File: src/rtl/prog_mem_pkg.sv
// prog_mem_pkg: shared types and constants for the program memory.
//   state_t        FSM encoding (INIT, IDLE, LOAD)
//   DEFAULT_LEN    number of words in the built-in demo image
//   DEFAULT_IMAGE  multiply demo program loaded by INIT
//   default_word() image word for an address, zero beyond the image
package prog_mem_pkg;

   typedef enum logic [1:0] {
      INIT = 2'd0,
      IDLE = 2'd1,
      LOAD = 2'd2
   } state_t;

   localparam int unsigned DEFAULT_LEN = 8;
   localparam int unsigned DEFAULT_IW  = $clog2(DEFAULT_LEN);

   localparam logic [7:0] DEFAULT_IMAGE [DEFAULT_LEN] = '{
      8'h01, 8'h02, 8'h05, 8'h22, 8'h01, 8'h03, 8'h0a, 8'h22
   };

   function automatic logic [7:0] default_word(input int unsigned idx);
      logic [DEFAULT_IW-1:0] i;
      i = idx[DEFAULT_IW-1:0];
      if (idx < DEFAULT_LEN) begin
         return DEFAULT_IMAGE[i];
      end
      return 8'h00;
   endfunction

endpackage

File: src/rtl/prog_mem_if.sv
// prog_mem_if: fetch read port and program load port of prog_mem.
//   adrs/rd            -> read request
//   dout/dvalid/rd_err <- registered read response
//   ld_start/ld_data/ld_valid/ld_last -> load session and word stream
//   ld_ready/ld_count/busy            <- load status
// master: CPU / loader side, slave: memory side.
interface prog_mem_if #(
   parameter int DW = 8,
   parameter int AW = 8
);
   logic [AW-1:0] adrs;
   logic          rd;
   logic [DW-1:0] dout;
   logic          dvalid;
   logic          rd_err;
   logic          ld_start;
   logic [DW-1:0] ld_data;
   logic          ld_valid;
   logic          ld_last;
   logic          ld_ready;
   logic [AW:0]   ld_count;
   logic          busy;

   modport master (
      output adrs, rd, ld_start, ld_data, ld_valid, ld_last,
      input  dout, dvalid, rd_err, ld_ready, ld_count, busy
   );

   modport slave (
      input  adrs, rd, ld_start, ld_data, ld_valid, ld_last,
      output dout, dvalid, rd_err, ld_ready, ld_count, busy
   );
endinterface

File: src/rtl/prog_mem_ram.sv
// prog_mem_ram: DW x DEPTH storage array, no reset.
//   clk         clock
//   we/waddr/wdata  synchronous write port
//   re/raddr/q      registered read port, q only updates when re=1
module prog_mem_ram #(
   parameter int DW    = 8,
   parameter int DEPTH = 256,
   parameter int IW    = 8
) (
   input  logic          clk,
   input  logic          we,
   input  logic [IW-1:0] waddr,
   input  logic [DW-1:0] wdata,
   input  logic          re,
   input  logic [IW-1:0] raddr,
   output logic [DW-1:0] q
);

   logic [DW-1:0] mem [DEPTH];

   always_ff @(posedge clk) begin
      if (we) begin
         mem[waddr] <= wdata;
      end
      if (re) begin
         q <= mem[raddr];
      end
   end

endmodule

File: src/rtl/prog_mem.sv
// prog_mem: synchronous program memory with self-initialisation and a
// run-time load port.
//   clk  clock
//   rst  synchronous active-high reset
//   bus  prog_mem_if slave: read port (adrs, rd, dout, dvalid, rd_err)
//        and load port (ld_start, ld_data, ld_valid, ld_last, ld_ready,
//        ld_count, busy)
//
// state | meaning
// INIT  | writes the default image (zeros past it), one word per cycle
// IDLE  | reads accepted, ld_start opens a load session
// LOAD  | streams words in from wptr 0 until ld_last or the last address
module prog_mem
   import prog_mem_pkg::*;
#(
   parameter int DW    = 8,
   parameter int AW    = 8,
   parameter int DEPTH = 256
) (
   input  logic     clk,
   input  logic     rst,
   prog_mem_if.slave bus
);

   localparam int            IW      = $clog2(DEPTH);
   localparam logic [IW-1:0] LAST    = IW'(DEPTH - 1);
   localparam logic [AW:0]   DEPTH_W = (AW + 1)'(DEPTH);

   state_t        state, state_nxt;
   logic [IW-1:0] iptr;
   logic [IW-1:0] wptr;
   logic [AW:0]   ld_count;
   logic          rd_acc;
   logic          rd_oob;
   logic          ld_acc;
   logic          we;
   logic [IW-1:0] waddr;
   logic [DW-1:0] wdata;
   logic [DW-1:0] ram_q;
   logic          dvalid_r;
   logic          rd_err_r;
   logic          dout_zero;

   assign rd_acc = (state == IDLE) && bus.rd;
   assign rd_oob = {1'b0, bus.adrs} >= DEPTH_W;
   assign ld_acc = (state == LOAD) && bus.ld_valid;

   always_ff @(posedge clk) begin
      if (rst) begin
         state <= INIT;
      end else begin
         state <= state_nxt;
      end
   end

   always_comb begin
      state_nxt = state;
      case (state)
         INIT: if (iptr == LAST) state_nxt = IDLE;
         IDLE: if (bus.ld_start) state_nxt = LOAD;
         LOAD: if (ld_acc && (bus.ld_last || wptr == LAST)) state_nxt = IDLE;
         default: state_nxt = INIT;
      endcase
   end

   always_ff @(posedge clk) begin
      if (rst) begin
         iptr     <= '0;
         wptr     <= '0;
         ld_count <= '0;
      end else begin
         if (state == INIT) begin
            iptr <= iptr + 1'b1;
         end
         if ((state == IDLE) && bus.ld_start) begin
            wptr     <= '0;
            ld_count <= '0;
         end else if (ld_acc) begin
            wptr     <= wptr + 1'b1;
            ld_count <= ld_count + 1'b1;
         end
      end
   end

   // Writes are blocked while rst is high so an aborted load cannot land a
   // stray word on the reset edge.
   always_comb begin
      we    = 1'b0;
      waddr = wptr;
      wdata = bus.ld_data;
      if (!rst) begin
         if (state == INIT) begin
            we    = 1'b1;
            waddr = iptr;
            wdata = DW'(default_word(32'(iptr)));
         end else if (ld_acc) begin
            we = 1'b1;
         end
      end
   end

   prog_mem_ram #(
      .DW    (DW),
      .DEPTH (DEPTH),
      .IW    (IW)
   ) u_ram (
      .clk   (clk),
      .we    (we),
      .waddr (waddr),
      .wdata (wdata),
      .re    (rd_acc && !rd_oob),
      .raddr (bus.adrs[IW-1:0]),
      .q     (ram_q)
   );

   // The array has no reset, so dout is forced to zero until the first
   // in-range read; an out-of-range read also sets it back to zero, and
   // ram_q keeps the last good word because its enable stays low meanwhile.
   always_ff @(posedge clk) begin
      if (rst) begin
         dvalid_r  <= 1'b0;
         rd_err_r  <= 1'b0;
         dout_zero <= 1'b1;
      end else begin
         dvalid_r <= rd_acc;
         rd_err_r <= rd_acc && rd_oob;
         if (rd_acc) begin
            dout_zero <= rd_oob;
         end
      end
   end

   assign bus.dout     = dout_zero ? '0 : ram_q;
   assign bus.dvalid   = dvalid_r;
   assign bus.rd_err   = rd_err_r;
   assign bus.ld_ready = (state == LOAD);
   assign bus.busy     = (state != IDLE);
   assign bus.ld_count = ld_count;

endmodule

File: src/flat_wrapper.sv
// flat-port wrapper written by rule: the top's interface ports become plain ports
module prog_mem_flat import prog_mem_pkg::*;
#(
   parameter int DW    = 8,
   parameter int AW    = 8,
   parameter int DEPTH = 256
)
  (clk, rst, bus_adrs, bus_rd, bus_ld_start, bus_ld_data, bus_ld_valid, bus_ld_last, bus_dout, bus_dvalid, bus_rd_err, bus_ld_ready, bus_ld_count, bus_busy);
  prog_mem_if #(.DW(DW), .AW(AW)) bus_i ();
  input  logic clk;
  input  logic rst;
  input wire logic [$bits(bus_i.adrs)-1:0] bus_adrs;
  input wire logic [$bits(bus_i.rd)-1:0] bus_rd;
  input wire logic [$bits(bus_i.ld_start)-1:0] bus_ld_start;
  input wire logic [$bits(bus_i.ld_data)-1:0] bus_ld_data;
  input wire logic [$bits(bus_i.ld_valid)-1:0] bus_ld_valid;
  input wire logic [$bits(bus_i.ld_last)-1:0] bus_ld_last;
  output wire logic [$bits(bus_i.dout)-1:0] bus_dout;
  output wire logic [$bits(bus_i.dvalid)-1:0] bus_dvalid;
  output wire logic [$bits(bus_i.rd_err)-1:0] bus_rd_err;
  output wire logic [$bits(bus_i.ld_ready)-1:0] bus_ld_ready;
  output wire logic [$bits(bus_i.ld_count)-1:0] bus_ld_count;
  output wire logic [$bits(bus_i.busy)-1:0] bus_busy;
  assign bus_i.adrs = bus_adrs;
  assign bus_i.rd = bus_rd;
  assign bus_i.ld_start = bus_ld_start;
  assign bus_i.ld_data = bus_ld_data;
  assign bus_i.ld_valid = bus_ld_valid;
  assign bus_i.ld_last = bus_ld_last;
  assign bus_dout = bus_i.dout;
  assign bus_dvalid = bus_i.dvalid;
  assign bus_rd_err = bus_i.rd_err;
  assign bus_ld_ready = bus_i.ld_ready;
  assign bus_ld_count = bus_i.ld_count;
  assign bus_busy = bus_i.busy;
  prog_mem #(.DW(DW), .AW(AW), .DEPTH(DEPTH)) u_core (.clk(clk), .rst(rst), .bus(bus_i));
endmodule
File: config.mk
export PLATFORM = sky130hd
export DESIGN_NAME = prog_mem_flat
export DESIGN_NICKNAME = d
export VERILOG_FILES = /design/src/rtl/prog_mem_pkg.sv /design/src/rtl/prog_mem_if.sv /design/src/rtl/prog_mem_ram.sv /design/src/rtl/prog_mem.sv /design/src/flat_wrapper.sv
export SDC_FILE = /design/constraint.sdc
export NUM_CORES = 2
export LEC_CHECK = 0
export ABC_CLOCK_PERIOD_IN_PS = 16400
export BUFFER_PORTS_ARGS = -buffer_cell sky130_fd_sc_hd__buf_4
export CORE_MARGIN = 2
export CORE_UTILIZATION = 50
export CTS_CLUSTER_DIAMETER = 80
export DETAILED_ROUTE_END_ITERATION = 8
export PLACE_DENSITY = 0.65
export SLEW_MARGIN = 10
export SYNTH_ARGS = -nofsm -noshare
export SYNTH_HDL_FRONTEND = slang
export SYNTH_SLANG_ARGS = --single-unit
File: constraint.sdc
create_clock -name clk -period 16.4 [get_ports clk]
set_clock_uncertainty 0.1 [all_clocks]
set_input_delay 0.82 -clock clk [delete_from_list [all_inputs] [get_ports clk]]
set_output_delay 0.82 -clock clk [all_outputs]
set_load 0.005 [all_outputs]
==> results.cfg <==
[outcome]
status = completed

[finish]
area.sequential_um2 = 62300
drive_gt1_frac = 0.219
layout_commonest_cell = edfxtp_1
nFillCells = 11900
finish.utilization = 0.562
fin_nets = 4063
area_growth_pct = 11.2
num_antenna_cells = 0
multi_input_area_um2 = 17700
final_cell_mix = edfxtp_1 (2,056), mux4_2 (477), nor2_1 (323)

[clocking]
clkLatencyLatePin_ns = 0.84
cts_made_buffers = 206
cts_resized = 0
cts_tree = built
cts_setup_buffers = 0
cts_htree_levels = 4
root_buffer = clkbuf_16
hold_buffers = 0
cts_buffer_depth = 3
path_clk_slew_ns = 0.06
cts.sinks = 2085

[synthesis]
synth_edf_count = 2056
synthCells = 3928
ys_seq_area_frac = 0.767
synthAdderAreaFrac = 0.00108
postSynthAreaPerCell_um2 = 20.7
synth-seq-cells = 2085
yosysWarnings = 0
syn-num-nets = 3957
synth-simple-area-share = 0.0301
synthArstFlopShare = 0
synth_cell_types = 63
netlist_area_um2 = 81300
synthMuxAreaShare = 0.153
synth-compound-area-share = 0.0311
synth-xor-area-share = 0.00183
synth_top_family_by_area = multiplexers
synth_ff_type = edfxtp_1

[floorplan]
core_um2 = 161000
rows = 147
dieArea_um2 = 166000
io_pins = 43
start_util = 0.505
die_h_um = 407
die_w_um = 407

[setup_path]
critPathMaxStageDelay_ns = 0.94
path_common_cell = buf_4
crit_chain = or4_1, nor2_1, nand2_1, o31ai_4, buf_4, buf_4, buf_4
cp.required_ns = 16.80
critPathSlowestCell = o31ai_4
cp-end-kind = register
critPathBufInv = 3
cp_top_family = buffers and inverters
startpoint_type = register
critPathMaxFanout = 89
critPathKind = reg -> reg
cp.arrival_ns = 5.77

[pwr]
max-vdd-ir-drop_mv = 0.115
switching_power_mw = 2.38
switching_share = 0.216
power.density_nw_per_um2 = 122
p_int_mw = 8.64
power_frac_comb = 0.049
leakage_nw = 28.2
pwr-share-seq = 0.535
clkPwrFrac = 0.415

[global_route]
antenna_found_initial = 5
grt_max_degree = 213
grt_pass1_wl_mm = 289
grt_pass1_vias = 39900
gr-total-overflow = 0
grt_util_all_layers = 0.242

[routing]
wirelength_mm = 201
dr_total_vias = 40200
avgRoutedWirePerCell_um = 31.6
drt_iter0_markers = 5534
ant_nets = 0
viasPerCell = 6.32
drcViolationCount = 0
drt_first_pass_iters = 8

[flow_run]
drv_cap = 0

[place]
gp_congestion = 0.878
dp_hpwl_mm = 121
port_buffers = 41

[timing]
relSlewSlack = 0.0315
maxSlewViolCount = 0
hold_viol = 0
finalCritPeriodShare = 0.327
fmax_mhz = 186
timing.final.setup_violations = 0
tightest_slew_ns = 1.42
tns_ns = 0
finalCriticalPeriod_ns = 5.37
grt_setup_unrepaired = false

[worst_hold_path]
hp-class = in -> reg
-- worst min-delay path: stages --
cell and delay [ns]:
buf_4 0.09, a22oi_1 0.07, nor2_1 0.07
-- area by class of cell --
type / count / share of cell area
inverters: 19 / 0.000817
multi-input cells: 1595 / 0.196
well taps: 2160 / 0.0299
clock buffers: 249 / 0.0594
clock inverters: 123 / 0.0126
repair buffers: 127 / 0.0118
flip-flops and latches: 2085 / 0.690
-- kinds of logic after synthesis --
group / count (synthesis)
compound gates: 366
xor+xnor: 17
fa+ha+maj: 7
buf+inv: 248
flops: 2085
mux: 641
other cells: 1
simple gates: 563
-- worst paths after layout --
check	from	to	depth (start not counted)	slack [ns]
max	u_core.iptr[4]	u_core.u_ram.mem[226][2]	7	11.03
max reg2reg	u_core.iptr[4]	u_core.u_ram.mem[226][2]	7	11.03
min reg2reg	u_core.bus.ld_count[1]	u_core.bus.ld_count[1]	2	0.40
min	bus_ld_start	u_core.state[1]	3	0.16
-- stage by stage --
stage	power (mW)	instance area [um^2]	hold slack, ns	worst slack, ns	instances
3_5_place_dp	6.56	83900	0.402	10.66	5986
5_1_grt	11.3	90400	0.139	10.72	6358
3_3_place_gp	6.55	83900	0.381	10.61	5986
4_1_cts	11.1	90400	0.112	11.05	6358
2_1_floorplan	6.39	81300	0.381	1.82	3928
6_report	11.0	90400	0.157	11.03	6358
-- registers in the layout (all words and copies together), names as in the netlist --
| name | flops |
|---|---|
| u_core.bus.dvalid | 1 |
| u_core.dout_zero | 1 |
| u_core.u_ram.mem | 2048 |
| u_core.iptr | 8 |
| u_core.u_ram.q | 8 |
| u_core.state | 2 |
| u_core.wptr | 8 |
| u_core.bus.ld_count | 9 |
-- power groups by stage --
stage               sequential [mW]  clock, mW  combinational [mW]
floorplan                      6.06          0               0.335
global placement               6.01          0               0.536
detailed placement             6.01          0               0.545
CTS                            5.90       4.62               0.545
global route                   5.90       4.82               0.572
finish                         5.90       4.58               0.544
-- layer usage --
metal	GRT usage	wire [um]
met5	0	26
met4	0.0801	6880
met3	0.0516	18600
met2	0.368	93500
met1	0.351	82000
-- synth_stat cells (37+ instances only) --
master    number  share of area
a22oi_1       62         0.0057
clkbuf_1     114         0.0053
buf_4         37         0.0034
nand2_1       97         0.0045
buf_2         45         0.0028
nor2_1       325          0.015
a21oi_1       84         0.0052
edfxtp_1    2056           0.76
mux4_2       477           0.13
o221ai_1      55         0.0059
mux2i_1      153          0.019
o22ai_1       41         0.0032
Note: power is estimated with default switching activity, not from simulation.
